===== config.mk =====
export PLATFORM = sky130hd
export DESIGN_NAME = fir_filter_serial
export DESIGN_NICKNAME = d
export VERILOG_FILES = /design/src/rtl/fir_filter_serial.sv
export SDC_FILE = /design/constraint.sdc
export NUM_CORES = 1
export LEC_CHECK = 0
export BUFFER_PORTS_ARGS = -buffer_cell sky130_fd_sc_hd__buf_2
export CAP_MARGIN = 30
export CORE_MARGIN = 4
export CORE_UTILIZATION = 35
export DETAILED_ROUTE_END_ITERATION = 8
export HOLD_SLACK_MARGIN = 0.12
export PLACE_DENSITY = 0.48
export SLEW_MARGIN = 10
export SYNTH_ARGS = -nofsm -noshare
export SYNTH_HDL_FRONTEND = slang
export SYNTH_SLANG_ARGS = --single-unit

===== constraint.sdc =====
create_clock -name clk -period 14.5 [get_ports clk]
set_clock_uncertainty 0.15 [all_clocks]
set_input_delay 2.175 -clock clk [delete_from_list [all_inputs] [get_ports clk]]
set_output_delay 2.175 -clock clk [all_outputs]
set_load 0.02 [all_outputs]

===== src/rtl/fir_filter_serial.sv =====
// Time-multiplexed FIR filter: one multiplier and accumulator stepped over TAPS runtime-loadable coefficients.
// Define FIR_SAT_EN to saturate the scaled output instead of wrapping it.
module fir_filter_serial #(
  parameter int DATA_W = 16,
  parameter int COEF_W = 16,
  parameter int TAPS   = 8,
  parameter int SHIFT  = 14
) (
  input  logic                       clk,
  input  logic                       reset,
  input  logic                       in_valid,
  output logic                       in_ready,
  input  logic signed [DATA_W-1:0]   data_in,
  output logic                       out_valid,
  input  logic                       out_ready,
  output logic signed [DATA_W-1:0]   data_out,
  input  logic                       coef_we,
  input  logic [$clog2(TAPS)-1:0]    coef_addr,
  input  logic signed [COEF_W-1:0]   coef_data,
  output logic                       coef_err
);

  localparam int AW     = $clog2(TAPS);
  localparam int PROD_W = DATA_W + COEF_W;
  localparam int ACC_W  = PROD_W + AW;
  localparam logic [AW-1:0] LAST_IDX = AW'(TAPS - 1);
  localparam logic signed [COEF_W-1:0] H_UNITY = COEF_W'(1) << SHIFT;
  localparam logic signed [ACC_W-1:0] OUT_MAX = {{(ACC_W-DATA_W+1){1'b0}}, {(DATA_W-1){1'b1}}};
  localparam logic signed [ACC_W-1:0] OUT_MIN = {{(ACC_W-DATA_W+1){1'b1}}, {(DATA_W-1){1'b0}}};

  typedef enum logic [1:0] {IDLE, MAC, LOAD, OUT} state_t;

  state_t                    state_q, state_d;
  logic signed [DATA_W-1:0]  x_q [TAPS];
  logic signed [COEF_W-1:0]  h_q [TAPS];
  logic signed [ACC_W-1:0]   acc_q, acc_d;
  logic [AW-1:0]             idx_q, idx_d;
  logic signed [DATA_W-1:0]  dout_q, dout_d;
  logic                      coef_err_q;

  logic                      accept;
  logic                      coefInRange;
  logic signed [PROD_W-1:0]  product;
  logic signed [ACC_W-1:0]   shifted;
  logic signed [DATA_W-1:0]  scaled;

  assign coefInRange = int'(coef_addr) < TAPS;
  assign product     = x_q[idx_q] * h_q[idx_q];
  assign shifted     = acc_q >>> SHIFT;

`ifdef FIR_SAT_EN
  always_comb begin
    scaled = shifted[DATA_W-1:0];
    if (shifted > OUT_MAX)      scaled = OUT_MAX[DATA_W-1:0];
    else if (shifted < OUT_MIN) scaled = OUT_MIN[DATA_W-1:0];
  end
`else
  assign scaled = shifted[DATA_W-1:0];
`endif

  // Next-state logic; the tap index walks 0..TAPS-1 so LOAD follows exactly TAPS MAC cycles.
  always_comb begin
    state_d  = state_q;
    acc_d    = acc_q;
    idx_d    = idx_q;
    dout_d   = dout_q;
    in_ready = 1'b0;
    accept   = 1'b0;
    case (state_q)
      IDLE: begin
        in_ready = 1'b1;
        if (in_valid) begin
          accept  = 1'b1;
          acc_d   = '0;
          idx_d   = '0;
          state_d = MAC;
        end
      end
      MAC: begin
        acc_d = acc_q + {{AW{product[PROD_W-1]}}, product};
        idx_d = idx_q + 1'b1;
        if (idx_q == LAST_IDX) state_d = LOAD;
      end
      LOAD: begin
        dout_d  = scaled;
        state_d = OUT;
      end
      OUT: begin
        if (out_ready) state_d = IDLE;
      end
      default: state_d = IDLE;
    endcase
  end

  // Coefficient writes only land in IDLE, ahead of a same-edge accept, so that sample sees them.
  always_ff @(posedge clk) begin
    if (!reset) begin
      state_q    <= IDLE;
      acc_q      <= '0;
      idx_q      <= '0;
      dout_q     <= '0;
      coef_err_q <= 1'b0;
      for (int i = 0; i < TAPS; i++) begin
        x_q[i] <= '0;
        h_q[i] <= (i == 0) ? H_UNITY : '0;
      end
    end else begin
      state_q    <= state_d;
      acc_q      <= acc_d;
      idx_q      <= idx_d;
      dout_q     <= dout_d;
      coef_err_q <= coef_we && (state_q != IDLE);
      if (coef_we && (state_q == IDLE) && coefInRange) h_q[coef_addr] <= coef_data;
      if (accept) begin
        x_q[0] <= data_in;
        for (int i = 1; i < TAPS; i++) x_q[i] <= x_q[i-1];
      end
    end
  end

  assign out_valid = (state_q == OUT);
  assign data_out  = dout_q;
  assign coef_err  = coef_err_q;

endmodule


==> impl_metrics.yaml <==
sta:
  setup_violations: 0
  rsz0062_at_grt: "false"
  max_freq_mhz: 99.52
  min_period_ns: 10.05
  slew_headroom_pct: 36.51
  period_share_pct: 69.30
  slew_viol_final: 0
  hold_violations: 0
  tns_ns: 0
  worstMarginPinSlew_ns: 0.9258
  hold-worst-slack_ns: 0.3110
min_path:
  hp-class: "reg2reg"
  min_to: "acc_q[11]"
  whs_path_depth: 2
  worstHoldStart: "acc_q[11]"
grt:
  grt_pass1_wl_um: 94910
  antenna_found_initial: 1
  grt_overflow: 0
  grt_max_degree: 97
  first_global_vias: 16275
  track_usage_pct: 16.46
placed_design:
  io_buffers: 58
  hpwl_um: 43820
  gp_congestion: 0.8903
  place_area_mm2: 0.02567
routing:
  ant_nets: 0
  vias: 15116
  dr.pass1.iters: 6
  routedWlPerCell_um: 18.84
  vias_per_cell: 4.796
  wl_um: 59400
  drcViolationCount: 0
  first_iter_violations: 894
setup_path:
  worstSetupEndpointType: "flip-flop"
  slowest_delay_ns: 0.75
  slowest_stage: "mux2i_1"
  path_class: "reg2reg"
  crit_path_max_fanout: 54
  rr_worst_depth: 32
  required_ns: 14.77
  r2r_slack_ns: 4.45
  critPathMostFrequentCell: "fa_1"
  start_kind: "flip-flop"
  crit_arrival_ns: 10.32
  timing.rr.end: "acc_q[28]"
cts:
  clock_path_buffers: 3
  path_clk_slew_ns: 0.06
  cts_setup_buffers: 0
  cts-resized-gates: 0
  cts.sinks: 311
  insertion_delay_ns: 0.57
  cts-buffers-inserted: 37
  root_buffer: "clkbuf_16"
  cts_tree: "yes"
  h-tree-depth: 2
  postCtsHoldBufs: 0
floorplanning:
  die_area_mm2: 0.07335
  fp-row-count: 96
  die_h_um: 270.8
  initial_core_util_pct: 35.25
  io_pins: 59
  core_mm2: 0.06859
  chipWidth_um: 270.8
synth:
  synth_area_mm2: 0.02418
  yosys.area.top_type_share_pct: 31.80
  syn-num-nets: 2526
  synth_top_area_cell: "edfxtp_1"
  yosysWarningCount: 0
  ys_seq_area_share_pct: 36.35
  netlist_instances: 2122
  synth_edf_count: 256
  synth_top_cells_by_area: "edfxtp_1 32%, fa_1 21%, and2_1 6.9%, mux4_2 6.0%, ha_1 6.0%"
  synth_seq_cells: 311
  synth.distinct_cells: 68
  synthFlopType: "edfxtp_1"
  avgSynthCellArea_um2: 11.39
  async_flop_share_pct: 0
finish:
  n_antenna_cell: 0
  layout.nets: 2597
  final_cell_mix: "309 x inv_1, 266 x and2_1, 256 x edfxtp_1, 249 x fa_1, 164 x nand2_1"
  layout_commonest_cell: "inv_1"
  drive_gt1_share_pct: 12.65
  design_area_mm2: 0.02697
  syn_to_final_growth_pct: 11.55
outcome:
  status: "complete, no violations"
flow_run:
  cap_viol_max_count: 0
==> synth_stat cells (all sizes together) (8+ instances only) <==
cell type / number
inv: 315
and2: 267
edfxtp: 256
fa: 249
nand2: 165
nor2: 146
ha: 115
mux4: 64
clkbuf: 58
dfxtp: 55
a21oi: 49
nor2b: 47
xnor2: 46
mux2i: 45
o21ai: 39
mux2: 25
a21o: 24
xor2: 18
a22oi: 17
buf: 14
nand2b: 10
nand3: 8
o21a: 8
==> routing by layer <==
layer / track usage, % / up-vias / share of wire [%]
met4: 4.691 / 2 / 2.9
li1: - / 7124 / -
met2: 26.31 / 303 / 45
met5: 0 / - / 0.022
met3: 2.607 / 94 / 4.4
met1: 23.33 / 7593 / 48
==> critical path, delay by kind of cell, from the launching register on <==
family | cells | cell delay (ns)
compound gates | 8 | 2.17
xor+xnor | 2 | 0.26
fa+ha+maj | 8 | 3.51
buf+inv | 6 | 1.03
flops | 1 | 0.53
mux | 2 | 1.18
simple gates | 6 | 1.08
==> cell families (layout without fill, tap and decap cells) <==
group / Yosys count / in the layout / synth area share, %
XOR/XNOR: 64 / 64 / 2.318
adder cells (fa/ha/maj): 364 / 364 / 26.57
multiplexers: 134 / 134 / 8.989
AO/OA/AOI/OAI: 186 / 186 / 5.217
buffers and inverters: 389 / 488 / 6.319
AND/OR/NAND/NOR: 674 / 674 / 14.24
flip-flops: 311 / 311 / 36.35
==> sequential cells by signal (all words and copies together) (netlist names), named ones only <==
| name | cells |
|---|---|
| x_q | 128 |
| coef_err | 1 |
| acc_q | 30 |
| h_q | 128 |
| data_out | 16 |
| idx_q | 3 |
| state_q | 2 |
==> through the flow <==
step / setup WS (ns) / instances / util [%]
floorplan: 5.209 / 2122 / -
global placement: 3.995 / 3072 / 37.28
detailed placement: 4.044 / 3081 / 37.43
CTS: 4.017 / 3148 / 39.24
global route: 3.846 / 3152 / 39.32
finish: 4.451 / 3152 / 39.32
==> worst max-delay path by stage <==
stage                    from        end  slack (ns)  depth (start not counted)
floorplan           flip-flop  acc_q[23]        5.21                         36
CTS                 flip-flop  acc_q[28]        4.02                         32
finish              flip-flop  acc_q[28]        4.45                         32
global placement    flip-flop  acc_q[28]        3.99                         32
detailed placement  flip-flop  acc_q[28]        4.04                         32
global route        flip-flop  acc_q[28]        3.85                         32
==> cell type report <==
type | count | area [um2]
repair buffers | 105 | 705.7
fillers | 6663 | 41620
well taps | 931 | 1165
clock inverters | 18 | 196.4
multi-input cells | 1422 | 13880
clock buffers | 49 | 1041
flip-flops and latches | 311 | 8795
inverters | 316 | 1186
Power is left out: the tool's default activity adds up to more than one toggle a clock period on the data nets, which glitch-free logic cannot reach.
